[src/rtl/hazard_pkg.sv]
// Shared types and constants for the hazard/forwarding scoreboard.
//   hz_rec_t   : per-stage in-flight record (valid, destination, remaining Tnew, MD flag)
//   sel_width  : forward-select width for a given tracked depth
//   FWD_*      : forward-select codes (0 = register file / pipeline register value)
//   *_CYC_DEF  : default multiply/divide busy lengths
package hazard_pkg;

  // Record tnew storage width; the scoreboard's TW parameter must not exceed it.
  localparam int unsigned TnewW = 4;

  localparam int unsigned FWD_RF = 0;
  localparam int unsigned FWD_E  = 1;
  localparam int unsigned FWD_M  = 2;
  localparam int unsigned FWD_W  = 3;

  localparam int unsigned MUL_CYC_DEF = 5;
  localparam int unsigned DIV_CYC_DEF = 10;

  typedef struct packed {
    logic             valid;
    logic [4:0]       dst;
    logic [TnewW-1:0] tnew;
    logic             md;
  } hz_rec_t;

  function automatic int unsigned sel_width(input int unsigned depth);
    return $clog2(depth + 1);
  endfunction

endpackage

[src/rtl/hazard_match.sv]
// Youngest-match search over the in-flight records.
//   src_i   : source register number to look up
//   recs_i  : records, index k-1 holds stage k
//   hit_o   : a valid record in stages FirstStage..Depth writes src_i (src_i != 0)
//   stage_o : stage number of the youngest (smallest k) matching record
//   tnew_o  : remaining Tnew of that record
module hazard_match
  import hazard_pkg::*;
#(
  parameter int unsigned Depth      = 3,
  parameter int unsigned FirstStage = 1,
  localparam int unsigned SelW      = sel_width(Depth)
) (
  input  logic [4:0]       src_i,
  input  hz_rec_t          recs_i [Depth],
  output logic             hit_o,
  output logic [SelW-1:0]  stage_o,
  output logic [TnewW-1:0] tnew_o
);

  always_comb begin
    hit_o   = 1'b0;
    stage_o = '0;
    tnew_o  = '0;
    // Scan oldest to youngest so the youngest match overwrites the others.
    for (int k = int'(Depth); k >= int'(FirstStage); k--) begin
      if (recs_i[k-1].valid && (recs_i[k-1].dst == src_i) && (src_i != 5'd0)) begin
        hit_o   = 1'b1;
        stage_o = SelW'(k);
        tnew_o  = recs_i[k-1].tnew;
      end
    end
  end

endmodule

[src/rtl/hazard_scoreboard.sv]
// Hazard and forwarding unit for the pipelined MIPS core.
// Tracks one record per stage after D (stage 1 = E .. stage DEPTH = W), raises the D-stage
// stall from Tuse/Tnew and MD-unit occupancy, and produces forward selects for D and E operands.
//   clk, rst_n           : clock, asynchronous active-low reset
//   d_valid              : D holds a real instruction
//   d_src_addr/used/tuse : per-source register, read flag, cycles until consumed
//   d_dst_addr/d_dst_tnew: destination (0 = none), cycles after E until result exists
//   d_md_start/div/use   : MD start, division select, any HI/LO access
//   flush                : kill stages 1..DEPTH-1
//   stall                : freeze PC and F/D, bubble into E
//   fwd_sel_d/fwd_sel_e  : per-source forward stage (0 = no forwarding)
//   md_busy              : MD unit still computing
module hazard_scoreboard
  import hazard_pkg::*;
#(
  parameter int unsigned NSRC    = 2,
  parameter int unsigned DEPTH   = 3,
  parameter int unsigned TW      = 2,
  parameter int unsigned MUL_CYC = MUL_CYC_DEF,
  parameter int unsigned DIV_CYC = DIV_CYC_DEF,
  localparam int unsigned SELW   = sel_width(DEPTH)
) (
  input  logic                 clk,
  input  logic                 rst_n,
  input  logic                 d_valid,
  input  logic [NSRC*5-1:0]    d_src_addr,
  input  logic [NSRC-1:0]      d_src_used,
  input  logic [NSRC*TW-1:0]   d_src_tuse,
  input  logic [4:0]           d_dst_addr,
  input  logic [TW-1:0]        d_dst_tnew,
  input  logic                 d_md_start,
  input  logic                 d_md_div,
  input  logic                 d_md_use,
  input  logic                 flush,
  output logic                 stall,
  output logic [NSRC*SELW-1:0] fwd_sel_d,
  output logic [NSRC*SELW-1:0] fwd_sel_e,
  output logic                 md_busy
);

  localparam int unsigned MdMax = (DIV_CYC > MUL_CYC) ? DIV_CYC : MUL_CYC;
  localparam int unsigned CntW  = $clog2(MdMax + 1);

  hz_rec_t         recs_q [DEPTH];
  hz_rec_t         recs_d [DEPTH];
  // Stage-1-only fields: the E-stage sources and the MD kind.
  logic [4:0]      e_src_q [NSRC];
  logic [4:0]      e_src_d [NSRC];
  logic [NSRC-1:0] e_used_q, e_used_d;
  logic            e_div_q, e_div_d;
  logic [CntW-1:0] md_cnt_q, md_cnt_d;

  logic             d_hit   [NSRC];
  logic [SELW-1:0]  d_stage [NSRC];
  logic [TnewW-1:0] d_tnew  [NSRC];
  logic             e_hit   [NSRC];
  logic [SELW-1:0]  e_stage [NSRC];
  logic [TnewW-1:0] e_tnew  [NSRC];

  logic [NSRC-1:0] src_stall;
  logic            md_stall;
  logic            accept;

  for (genvar s = 0; s < NSRC; s++) begin : g_src
    hazard_match #(
      .Depth     (DEPTH),
      .FirstStage(1)
    ) u_match_d (
      .src_i  (d_src_addr[s*5 +: 5]),
      .recs_i (recs_q),
      .hit_o  (d_hit[s]),
      .stage_o(d_stage[s]),
      .tnew_o (d_tnew[s])
    );

    // E-stage operands can only forward from M onwards.
    hazard_match #(
      .Depth     (DEPTH),
      .FirstStage(2)
    ) u_match_e (
      .src_i  (e_src_q[s]),
      .recs_i (recs_q),
      .hit_o  (e_hit[s]),
      .stage_o(e_stage[s]),
      .tnew_o (e_tnew[s])
    );
  end

  // Stall and forward selects.
  always_comb begin
    src_stall = '0;
    fwd_sel_d = '0;
    fwd_sel_e = '0;
    for (int s = 0; s < int'(NSRC); s++) begin
      src_stall[s] = d_src_used[s] && d_hit[s] &&
                     (d_tnew[s] > TnewW'(d_src_tuse[s*TW +: TW]));
      fwd_sel_d[s*SELW +: SELW] = (d_hit[s] && (d_tnew[s] == '0)) ? d_stage[s] : SELW'(FWD_RF);
      fwd_sel_e[s*SELW +: SELW] = (e_used_q[s] && e_hit[s] && (e_tnew[s] == '0)) ?
                                  e_stage[s] : SELW'(FWD_RF);
    end
  end

  assign md_busy  = (md_cnt_q != '0);
  // An MD op sitting in E has not loaded the counter yet but still blocks HI/LO access.
  assign md_stall = d_md_use && (md_busy || (recs_q[0].valid && recs_q[0].md));
  assign stall    = d_valid && ((|src_stall) || md_stall);
  assign accept   = d_valid && !stall && !flush;

  // Record shift and stage-1 load.
  always_comb begin
    recs_d[0] = '0;
    e_src_d   = '{default: '0};
    e_used_d  = '0;
    e_div_d   = 1'b0;
    if (accept) begin
      recs_d[0].valid = 1'b1;
      recs_d[0].dst   = d_dst_addr;
      recs_d[0].tnew  = TnewW'(d_dst_tnew);
      recs_d[0].md    = d_md_start;
      e_used_d        = d_src_used;
      e_div_d         = d_md_div;
      for (int s = 0; s < int'(NSRC); s++) begin
        e_src_d[s] = d_src_addr[s*5 +: 5];
      end
    end
    for (int k = 1; k < int'(DEPTH); k++) begin
      recs_d[k]      = recs_q[k-1];
      recs_d[k].tnew = (recs_q[k-1].tnew != '0) ? recs_q[k-1].tnew - TnewW'(1) : '0;
      // Flush kills everything in stages 1..DEPTH-1; the old W record leaves anyway.
      if (flush) begin
        recs_d[k].valid = 1'b0;
      end
    end
  end

  // MD busy counter: loads as the MD op leaves E, then counts down to zero.
  always_comb begin
    md_cnt_d = md_cnt_q;
    if (recs_q[0].valid && recs_q[0].md) begin
      md_cnt_d = e_div_q ? CntW'(DIV_CYC) : CntW'(MUL_CYC);
    end else if (md_cnt_q != '0) begin
      md_cnt_d = md_cnt_q - CntW'(1);
    end
  end

  always_ff @(posedge clk or negedge rst_n) begin
    if (!rst_n) begin
      for (int k = 0; k < int'(DEPTH); k++) begin
        recs_q[k] <= '0;
      end
      for (int s = 0; s < int'(NSRC); s++) begin
        e_src_q[s] <= '0;
      end
      e_used_q <= '0;
      e_div_q  <= 1'b0;
      md_cnt_q <= '0;
    end else begin
      recs_q   <= recs_d;
      e_src_q  <= e_src_d;
      e_used_q <= e_used_d;
      e_div_q  <= e_div_d;
      md_cnt_q <= md_cnt_d;
    end
  end

endmodule

[config.mk]
export PLATFORM = sky130hd
export DESIGN_NAME = hazard_scoreboard
export DESIGN_NICKNAME = d
export VERILOG_FILES = /design/src/rtl/hazard_pkg.sv /design/src/rtl/hazard_match.sv /design/src/rtl/hazard_scoreboard.sv
export SDC_FILE = /design/constraint.sdc
export NUM_CORES = 1
export LEC_CHECK = 0
export BUFFER_PORTS_ARGS = -buffer_cell sky130_fd_sc_hd__buf_2
export CORE_UTILIZATION = 34
export DETAILED_ROUTE_END_ITERATION = 8
export GPL_ROUTABILITY_DRIVEN = 0
export PLACE_DENSITY_LB_ADDON = 0.1
export SYNTH_ARGS = -nofsm -noshare
export SYNTH_HDL_FRONTEND = slang
export SYNTH_SLANG_ARGS = --single-unit
[constraint.sdc]
create_clock -name clk -period 3.68 [get_ports clk]
set_input_delay 0.552 -clock clk [delete_from_list [all_inputs] [get_ports clk]]
set_output_delay 0.552 -clock clk [all_outputs]
set_load 0.005 [all_outputs]
Word-level counts from Yosys, hierarchy flattened

Index checks and enable logic that the tools add are counted.

Add/subtract/negate cells: 3
Multiply operators: 0
Divide/modulo/power cells: 0
$lt $le $gt $ge: 2
Equal/unequal tests: 10
Shift operators: 0
Mux-type cells: 45
Bitwise operators: 0
Reduce and logical (&&, ||, !) cells: 52

Operators by type and width:

| cell                                                               | number |
|---|---|
| 4-bit 2-to-1 mux                                                   | 15 |
| 5-bit == test                                                      | 10 |
| 1-bit logical AND                                                  | 35 |
| 2-bit 2-to-1 mux                                                   | 15 |
| 5-bit nonzero test                                                 | 4 |
| 4-bit logical NOT                                                  | 4 |
| 1-bit 2-to-1 mux                                                   | 13 |
| 4-bit nonzero test                                                 | 3 |
| 4-bit by 1-bit subtractor with 4-bit output, second input constant | 3 |
| 11-bit 2-to-1 mux                                                  | 1 |
| 10-bit 2-to-1 mux                                                  | 1 |
| 4-bit by 2-bit > comparator with 1-bit output                      | 2 |
| 1-bit logical NOT                                                  | 2 |
| 1-bit logical OR                                                   | 2 |
| 2-bit nonzero test                                                 | 1 |
| 2-bit OR reduction                                                 | 1 |

Register bits: 48
Latch bits: 0
Memory bits (writable): 0
Bits in read-only memories: 0
Input bits: 30
Output and inout bits: 10
Logic and storage cells: 127
Memories: 0

Depth between registers and ports, before layout

Gate-level depths: netlist of the first run.

Word-level depth: 15
Mapped depth: 16
Gate-level depth less buffers: 13

By module

From an unflattened synthesis of the first run, not the netlist that was laid out.

Cells, all modules: 308
Area total of the unflattened synthesis: 3,335.7 µm²

By module, submodules not included:

| module                                 | instances | cells each | area an instance (µm²) | seq. area each (µm²) |
|---|---|---|---|---|
| hazard_scoreboard                      | 1         | 144        | 1,991.9                | 1,176.1 |
| hazard_match at g_src[0].u_match_d ... | 2         | 54         | 389.1                  | 0.0 |
| hazard_match at g_src[0].u_match_e ... | 2         | 28         | 282.8                  | 0.0 |

Least setup slack after synthesis of the first run

No wires, ideal clock.

Path type: input-to-output
From: input port d_src_addr[4]
To: output port stall
Data arrival time: 3.170 ns
Required time: 3.128 ns
Path slack: -0.042 ns
Cell stages on the path: 14
Path buffers: 2
Cell sequence: clkbuf_2 xnor2_1 nand4_1 nor3_1 a21oi_1 a21oi_1 inv_1 ha_1 nand2_1 o21ai_0 and3_1 a2111oi_4 buf_6 o21a_1

Cells in the longest elaborated chain, start to end: 11
Elaborated cells on any way between the ends: 22
Those cells by class: order compare: 1; eq/ne: 3; mux: 6; reduce/logical: 12

RTL lines:

| what                                                                               | line                                             | RTL |
|---|---|---|
| start: declaration                                                                 | hazard_scoreboard.sv:26                          | `input logic [NSRC*5-1:0] d_src_addr,` |
| 5-bit == test                                                                      | hazard_match.sv:27                               | `if (recs_i[k-1].valid && (recs_i[k-1].dst == src_i) && (src_i != 5'd0)) begin` |
| 1-bit logical AND (2 in series)                                                    | hazard_match.sv:27                               |  |
| 4-bit 2-to-1 mux or 1-bit 2-to-1 mux (tied branches) (3 in series)                 | hazard_match.sv:27                               |  |
| 4-bit by 2-bit > comparator with 1-bit output or 1-bit logical AND (tied branches) | hazard_scoreboard.sv:96, hazard_scoreboard.sv:95 |  |
| 1-bit logical AND *                                                                | hazard_scoreboard.sv:95                          | `src_stall[s] = d_src_used[s] && d_hit[s] &&` |
| 2-bit OR reduction *                                                               | hazard_scoreboard.sv:106                         | `assign stall = d_valid && ((\|src_stall) \|\| md_stall);` |
| 1-bit logical OR *                                                                 | hazard_scoreboard.sv:106                         |  |
| 1-bit logical AND *                                                                | hazard_scoreboard.sv:106                         |  |
| end: declaration                                                                   | hazard_scoreboard.sv:35                          | `output logic stall,` |

Mark *: on every way between the ends. The rest lies on a longest branch, timed or not.

Worst setup path after layout of the first run

From: input port d_src_addr[8]
To: output port stall

Same word-level chain as after synthesis.

==> impl_metrics.csv, run 1 <==
group,metric,value,unit
layout,final_nets,370,
synth,seq_area_frac_synth,0.420,
sta,finalCriticalPeriod,3.55,ns
clocking,clkLatencyLatePin,0.30,ns
clocking,path_clk_slew,0.08,ns
floorplanning,start_util,0.349,
worst_setup_path,end_kind,"primary output",
floorplanning,die_area,8250,um2
synth,synth_area_per_cell,9.71,um2
floorplanning,row_count,32,
clocking,numCtsBuffers,5,
detailed_routing,vias_per_cell,4.97,
global_routing,grt_overflow,0,
worst_setup_path,r2r_slack,0.65,ns
worst_setup_path,rr_endpoint,"e_used_q[1]",
sta,worstMarginPinSlew,1.06,ns
place,io_buffers,39,
floorplanning,die_w,90.8,um
sta,finalHoldViolCount,0,
global_routing,antenna_found_initial,0,
sta,clock_skew,0.00453,ns
floorplanning,coreArea,7690,um2
detailed_routing,ant_nets,0,
global_routing,grt_pass1_vias,2185,
synth,ys_warn_count,0,
floorplanning,die_y,90.8,um
synth,yosysMostFrequentCell,"dfrtp_1",
layout,area_growth,23.0,%
worst_setup_path,startpoint_type,"input port",
worst_setup_path,rr_startpoint,"recs_q[9]",
synth,synth_top_area_share,0.420,
clocking,cts_root_buf,"clkbuf_8",
sta,fin_crit_sh,0.964,
layout,drive_gt1_frac,0.282,
sta,max_freq,282,MHz
clocking,hold_buffers,0,
power_and_ir_drop,p_leak,0.00149,uW
worst_setup_path,cp_max_fo,5,
detailed_routing,route.detailed.drc,0,
sta,finalSetupTns,0,ns
sta,maxSlewViolCount,0,
place,hpwlAfterDp,5030,um
layout,final_area,3300,um2
run_status,status,"complete, no violations",
sta,slew_headroom,0.294,
detailed_routing,vias,2164,
sta,setup_viol,0,
clocking,cts_max_path_buffers,2,
detailed_routing,wl_per_cell,15.6,um
global_routing,grtUsageTotal,0.173,
run,maxCapViolations,0,
clocking,cts_tree,"yes",
clocking,cts.sinks,45,
place,dpl_cell_area,3070,um2
synth,synthTopCellsByArea,"dfrtp_1 (42%), xnor2_1 (12%), xor2_1 (4.6%), nor3_1 (4.5%), ha_1 (3.7%)",
detailed_routing,drtPass1Iterations,4,
synth,netlist_top_cells_count,"dfrtp_1 (45), xnor2_1 (38), nand2_1 (25), nor3_1 (24), xor2_1 (14)",
hold_path,hold_path_class,"in -> async",
synth,async_flop_share,1.00,
synth,syn_area,2680,um2
floorplanning,ios,40,
global_routing,grt_pass1_wl,11100,um
synth,synth_ff_type,"dfrtp_1",
synth,synth_fp_nets,314,
synth,synth_edf_count,0,
worst_setup_path,required,3.13,ns
synth,ys_types,44,
synth,yosys_register_bits,45,
power_and_ir_drop,power_density,384,nW/um2
layout,n_antenna_cell,0,
detailed_routing,routed_wl,6770,um
detailed_routing,drt-initial-drc-count,101,
synth,synth_cells,276,
global_routing,grt_max_degree,46,
worst_setup_path,ff2ff_path_depth,13,
synth,synth_largest_area_cell,"dfrtp_1",
clocking,cts_max_level,2,
worst_setup_path,worstSetupPathType,"in -> out",
power_and_ir_drop,peakVddDrop,189,uV
worst_setup_path,worstPathArrival,3.00,ns
==> power by group <==
group	total (uW)	leakage [uW]	internal [uW]	switching, uW
registers	589	0.000594	541	47.7
clock network	393	0.0000585	222	171
logic	284	0.000841	136	148
==> worst max-delay path by stage <==
stage / startpoint / endpoint / slack, ns / cells after the start
after floorplan: d_src_addr[0] / stall / 0.02 / 13
after global placement: d_src_addr[0] / stall / -0.0009 / 13
after detailed placement: d_src_addr[0] / stall / -0.004 / 13
after CTS: d_src_addr[0] / stall / 0.009 / 14
after global routing: d_src_addr[8] / stall / -0.003 / 14
final: d_src_addr[8] / stall / 0.13 / 14
==> cell usage in the layout, fill, tap and decap left out, types with 5 or more instances in the layout <==
cell      count
xnor2_1      38
nand2_1      25
nor3_1       22
xor2_1       14
a21oi_1       7
nor4_1       10
nand3_1       5
dfrtp_2       5
inv_1        13
clkbuf_8      6
buf_4        20
nand4_1       8
nor2_1       13
buf_2        39
dfrtp_1      40
ha_1          7
==> cell families after synthesis <==
group / count (synthesis) / synth area share
xor+xnor: 52 / 0.170
flops: 45 / 0.420
other cells: 1 / 0.00140
buf+inv: 24 / 0.0415
simple gates: 116 / 0.245
mux: 3 / 0.0112
fa+ha+maj: 8 / 0.0373
compound gates: 27 / 0.0742
==> critical path, stage by stage <==
cell and delay (ns):
buf_2 0.15, or4_4 0.50, nor2_4 0.20, buf_4 0.15, nor4_4 0.06, a21o_1 0.18
a2bb2oi_2 0.18, ha_4 0.30, a21oi_2 0.05, a211oi_2 0.18, o31ai_1 0.11, o311ai_2 0.11
o21a_1 0.17, buf_2 0.10
==> sequential cells by signal, summed over array words and instances (netlist names) <==
signal	count
recs_q	17
e_src_q	10
recs_d	11
e_div_q	1
md_cnt_q	4
e_used_q	2
==> area by class of cell <==
class	instances	area [um2]
fillers	778	4390
multi-input cells	207	1520
flip-flops and latches	45	1130
repair buffers	60	357
well taps	102	128
clock buffers	7	86.3
inverters	13	48.8
clock inverters	1	30.0
==> what timing repair did <==
action                                  CTS  global route
endpoints found under the setup margin    1             1
resized for setup                         2            18
setup buffers                             0             4
pin swaps                                 0             9
==> through the flow <==
stage / cells / utilization / power (uW) / hold WS (ns) / setup slack (ns)
final: 435 / 0.429 / 1260 / 0.430 / 0.132
after global routing: 435 / 0.429 / 1340 / 0.440 / -0.00342
after CTS: 431 / 0.416 / 1270 / 0.438 / 0.00948
after detailed placement: 423 / 0.400 / 878 / 0.425 / -0.00404
after global placement: 423 / 0.400 / 875 / 0.419 / -0.000856
after floorplan: 276 / - / 783 / 0.256 / 0.0201
==> metal layers <==
layer / share of wire / track usage / up-vias
li1: - / - / 1061
met1: 0.49 / 0.239 / 1053
met2: 0.47 / 0.283 / 44
met3: 0.036 / 0.0286 / 6
met4: 0.0099 / 0.0397 / 0
met5: 0 / 0 / -
Power figures use the tool's default switching activity.
==> inputs of run 2 (changes only) <==
==> constraint.sdc (replaced) <==
create_clock -name clk -period 3.7 [get_ports clk]
set_input_delay 0.555 -clock clk [delete_from_list [all_inputs] [get_ports clk]]
set_output_delay 0.555 -clock clk [all_outputs]
set_load 0.005 [all_outputs]
==> run 2 against run 1 <==
Global-route usage is 0.94 points higher. Die area is the same. Routed wire length up 1.8%. Count of clock-buffer cells in the layout stayed put. Flip-flop and latch count unchanged. Utilization down 0.34 points. Combinational power fell by 2%. Final cell count shrank 0.23%. First-iteration DRC count is 26% lower. Total power shrank 0.87%. Critical path depth is the same. Largest cell class unchanged.
==> impl_metrics.csv, run 2 (synthesis gave the netlist of run 1 again) <==
group,metric,value,unit
floorplanning,ios,40,
worst_setup_path,required,3.14,ns
power_and_ir_drop,p_clk_frac,0.310,
sta,worstMarginPinSlew,1.11,ns
global_routing,antenna_found_initial,0,
power_and_ir_drop,peakVddDrop,175,uV
clocking,cts_max_level,2,
floorplanning,row_count,32,
sta,finalHoldViolCount,0,
layout,area_growth,22.0,%
clocking,clkLatencyLatePin,0.30,ns
power_and_ir_drop,p_comb_frac,0.222,
floorplanning,die_y,90.8,um
global_routing,grt_max_degree,46,
floorplanning,die_w,90.8,um
worst_setup_path,cp_common_cell,"buf_2",
worst_setup_path,rr_startpoint,"recs_d[8]",
sta,max_freq,282,MHz
global_routing,grt_pass1_wl,11700,um
sta,slew_headroom,0.261,
power_and_ir_drop,p_int,891,uW
power_and_ir_drop,pwr-share-seq,0.467,
place,io_buffers,39,
layout,final_cell_mix,"dfrtp_1 (39), buf_2 (39), xnor2_1 (38), nand2_1 (25), nor3_1 (22)",
detailed_routing,drt-initial-drc-count,75,
power_and_ir_drop,power_density,383,nW/um2
detailed_routing,routed_wl,6890,um
worst_setup_path,r2r_slack,0.64,ns
run,maxCapViolations,0,
sta,fin_crit_sh,0.957,
floorplanning,start_util,0.349,
sta,finalCriticalPeriod,3.54,ns
sta,setup_viol,0,
floorplanning,coreArea,7690,um2
layout,regMostFlops,"recs_q",
sta,clock_skew,0.00990,ns
worst_setup_path,end_kind,"primary output",
sta,holdWs,0.412,ns
clocking,cts_tree,"yes",
clocking,cts.sinks,45,
detailed_routing,ant_nets,0,
worst_setup_path,worstSetupPathType,"in -> out",
clocking,numCtsBuffers,5,
global_routing,grtUsageTotal,0.183,
worst_setup_path,cp_max_fo,4,
detailed_routing,wl_per_cell,15.9,um
power_and_ir_drop,switching_share,0.289,
worst_setup_path,critPathLaunch,"d_src_addr[1]",
clocking,hold_buffers,0,
clocking,cts_max_path_buffers,2,
worst_setup_path,cpPeakStageDelay,0.54,ns
worst_setup_path,ff2ff_path_depth,12,
detailed_routing,vias_per_cell,5.06,
layout,fillers,784,
run_status,status,"complete, no violations",
detailed_routing,drtPass1Iterations,4,
detailed_routing,vias,2194,
sta,rsz0062_at_grt,"false",
floorplanning,die_area,8250,um2
layout,n_antenna_cell,0,
place,hpwlAfterDp,5170,um
sta,fin_ws,0.159,ns
place,dp_slack,-0.0475,ns
detailed_routing,route.detailed.drc,0,
worst_setup_path,cp-endpoint,"stall",
sta,maxSlewViolCount,0,
worst_setup_path,worstPathArrival,2.99,ns
layout,final_nets,369,
global_routing,grt_pass1_vias,2264,
power_and_ir_drop,p_leak,0.00148,uW
worst_setup_path,startpoint_type,"input port",
power_and_ir_drop,p_switching,363,uW
layout,largest_register_ffs,17,
worst_setup_path,worst_path_max_delay_cell,"or4_4",
clocking,cts_root_buf,"clkbuf_8",
hold_path,hold_path_class,"in -> async",
worst_setup_path,crit_chain,"buf_2 -> or4_4 -> nor2_4 -> buf_6 -> nor3_4 -> a21oi_2 -> a22oi_2 -> ha_1 -> nor2b_1 -> o21ai_1 -> buf_4 -> a2111oi_4 -> o21a_1 -> buf_2",
layout,drive_gt1_frac,0.274,
global_routing,grt_overflow,0,
clocking,path_clk_slew,0.09,ns
worst_setup_path,rr_endpoint,"e_used_q[1]",
-- run 2: layout make-up --
class / count / area (um2) / share of cell area
Timing Repair Buffer: 59 / 349 / 0.107
Clock inverter: 1 / 30.0 / 0.00918
Multi-Input combinational cell: 207 / 1500 / 0.457
Clock buffer: 7 / 86.3 / 0.0264
Tap cell: 102 / 128 / 0.0390
Inverter: 13 / 48.8 / 0.0149
Sequential cell: 45 / 1130 / 0.347
-- run 2: how the worst min path moves through the flow --
stage                     startpoint          to  slack [ns]
final                          rst_n   recs_q[3]        0.41
after global routing           flush  recs_q[10]        0.45
after CTS                      flush  recs_q[21]        0.45
after detailed placement  recs_d[17]   recs_d[6]        0.43
after global placement    recs_d[17]   recs_d[6]        0.44
after floorplan                rst_n     e_div_q        0.26
-- run 2: power by group through the flow --
stage               sequential [uW]  combinational, uW  clock (uW)
floorplan                       578                200           0
CTS                             585                280         398
detailed placement              595                279           0
finish                          586                279         389
global placement                596                275           0
global route                    593                318         417
-- run 2: what timing repair did --
item / 4_1_cts / 5_1_grt
buffers inserted: 0 / 3
resized for setup: 2 / 16
endpoints found under the setup margin: 1 / 1
hold endpoints to repair: 0 / 0
pin swaps: 0 / 9
-- run 2: worst max-delay path: cells and delay by family --
family,cells,cell delay (ns)
AND/OR/NAND/NOR,4,0.89
AO/OA/AOI/OAI,5,0.75
buffers and inverters,4,0.49
adder cells (fa/ha/maj),1,0.30
-- run 2: metal layers --
| layer | track usage | part of all wire | vias to the layer above |
|---|---|---|---|
| li1 | - | - | 1070 |
| met1 | 0.248 | 0.48 | 1074 |
| met2 | 0.295 | 0.48 | 43 |
| met3 | 0.0354 | 0.032 | 7 |
| met4 | 0.0529 | 0.012 | 0 |
| met5 | 0 | 0 | - |
-- run 2: stage by stage --
stage,TNS [ns],total power [uW],instances,util,area (um2)
3_5_place_dp,-0.0475,874,423,0.400,3070
4_1_cts,0,1260,431,0.416,3200
5_1_grt,0,1330,434,0.425,3270
6_report,0,1250,434,0.425,3270
3_3_place_gp,-0.00804,871,423,0.400,3070
2_1_floorplan,0,778,276,-,2690
==> inputs of run 3 (changes only) <==
--- a/config.mk
+++ b/config.mk
@@ -10,6 +10,7 @@
 export DETAILED_ROUTE_END_ITERATION = 8
 export GPL_ROUTABILITY_DRIVEN = 0
 export PLACE_DENSITY_LB_ADDON = 0.1
+export RECOVER_POWER = 50
 export SYNTH_ARGS = -nofsm -noshare
 export SYNTH_HDL_FRONTEND = slang
 export SYNTH_SLANG_ARGS = --single-unit
==> run 3 against run 2 <==
The run now ends with capacitance limit, slew limit left. Non-clock buffer count unchanged. Sequential share of layout area is essentially flat. Clock skew is essentially flat. Critical path depth stayed put. Register-to-register slack about the same. Clock power barely moved. Combinational power is essentially flat. Hold slack better by 0.033 ns.
==> impl_metrics.csv, run 3 (synthesis gave the netlist of run 1 again) <==
group,metric,value,unit
run_status,status,"finished, violations left",
run_status,violations,"capacitance limit, slew limit",
layout,regMostFlops,"recs_q",
hold_path,min-delay-start,"recs_d[19]",
layout,area_growth,21.9,%
global_routing,grtUsageTotal,0.183,
layout,drive_gt1_frac,0.268,
power_and_ir_drop,power_density,384,nW/um2
sta,rsz0062_at_grt,"false",
global_routing,grt_pass1_vias,2264,
place,hpwlAfterDp,5170,um
clocking,cts_tree,"yes",
worst_setup_path,cp_max_fo,4,
detailed_routing,route.detailed.drc,0,
sta,clock_skew,0.00990,ns
floorplanning,coreArea,7690,um2
place,io_buffers,39,
sta,finalCriticalPeriod,3.54,ns
detailed_routing,drt-initial-drc-count,75,
place,dpl_cell_area,3070,um2
floorplanning,row_count,32,
clocking,clkLatencyLatePin,0.30,ns
floorplanning,die_area,8250,um2
worst_setup_path,rr_startpoint,"recs_d[8]",
power_and_ir_drop,p_leak,0.00148,uW
floorplanning,die_w,90.8,um
worst_setup_path,worstPathArrival,2.99,ns
clocking,hold_buffers,0,
sta,setup_viol,0,
global_routing,grt_pass1_wl,11700,um
place,dp_slack,-0.0475,ns
floorplanning,start_util,0.349,
clocking,cts_max_level,2,
worst_setup_path,worstSetupPathType,"in -> out",
worst_setup_path,startpoint_type,"input port",
worst_setup_path,end_kind,"primary output",
power_and_ir_drop,peakVddDrop,175,uV
run,maxCapViolations,1,
layout,n_antenna_cell,0,
clocking,path_clk_slew,0.08,ns
global_routing,grt_overflow,0,
layout,largest_register_ffs,17,
detailed_routing,ant_nets,0,
layout,final_cell_mix,"dfrtp_1 (40), xnor2_1 (38), buf_2 (38), nand2_1 (25), nor3_1 (22)",
layout,final_nets,369,
worst_setup_path,required,3.14,ns
detailed_routing,wl_per_cell,15.9,um
floorplanning,ios,40,
hold_path,hold_path_class,"reg -> reg",
sta,maxSlewViolCount,46,
clocking,cts_root_buf,"clkbuf_8",
power_and_ir_drop,total_power,1250,uW
global_routing,grt_max_degree,46,
worst_setup_path,critPathLaunch,"d_src_addr[1]",
detailed_routing,drtPass1Iterations,4,
detailed_routing,routed_wl,6890,um
sta,finalSetupTns,0,ns
sta,finalHoldViolCount,0,
clocking,cts.sinks,45,
clocking,cts_max_path_buffers,2,
layout,layout_commonest_cell,"dfrtp_1",
sta,worstMarginPinSlew,2.46,ns
layout,fillers,781,
floorplanning,die_y,90.8,um
global_routing,antenna_found_initial,0,
detailed_routing,vias,2194,
layout,final_area,3270,um2
layout,final_util,0.425,
sta,fin_crit_sh,0.957,
sta,max_freq,282,MHz
detailed_routing,vias_per_cell,5.06,
sta,slew_headroom,-0.643,
clocking,numCtsBuffers,5,
sta,fin_ws,0.159,ns
## run 3: cell types whose count changed in the layout (fill, tap and decap cells not counted)
cell,delta
dfrtp_2,-1
clkbuf_1,+1
dfrtp_1,+1
buf_2,-1
## run 3: final cells by class
type / instances / area, um2 / area share
Clock buffer: 7 / 86.3 / 0.0264
Inverter: 13 / 48.8 / 0.0149
Timing Repair Buffer: 59 / 348 / 0.106
Clock inverter: 1 / 30.0 / 0.00919
Multi-Input combinational cell: 207 / 1500 / 0.458
Tap cell: 102 / 128 / 0.0391
Sequential cell: 45 / 1130 / 0.346
## run 3: critical path, stage by stage
cell	delay (ns)
buf_2	0.11
or4_4	0.54
nor2_4	0.18
buf_6	0.13
nor3_4	0.05
a21oi_2	0.12
a22oi_2	0.08
ha_1	0.30
nor2b_1	0.12
o21ai_1	0.10
buf_4	0.15
a2111oi_4	0.30
o21a_1	0.15
buf_2	0.10
## run 3: power breakdown
part	internal, uW	switching (uW)	leakage (uW)
clock	220	169	0.0000585
sequential	538	48.1	0.000594
combinational	132	146	0.000830
## run 3: final timing paths
| check | end | slack [ns] | depth (start not counted) |
|---|---|---|---|
| worst max-delay path | stall | 0.16 | 14 |
| worst max register to register | e_used_q[1] | 0.64 | 12 |
| max in group asynchronous | recs_q[7] | 1.11 | 1 |
| min in group asynchronous | recs_q[3] | 0.99 | 1 |
| worst min register to register | recs_d[8] | 0.45 | 0 |
| worst min-delay path | recs_d[8] | 0.45 | 0 |
## run 3: through the flow
step	hold WS, ns	instances
after global placement	0.435	423
after global routing	0.448	434
after detailed placement	0.433	423
final	0.445	434
after CTS	0.450	431
after floorplan	0.259	276
## run 3: metal layers
layer / global-route usage / routed length (um)
met1: 0.248 / 3290
met2: 0.295 / 3300
met3: 0.0354 / 218
met4: 0.0529 / 83
met5: 0 / 0
## run 3: what timing repair did
item,CTS,global route
hold endpoints to repair,0,0
setup buffers,0,3
pin swaps,0,9
resized for setup,2,16
setup endpoints to repair,1,1
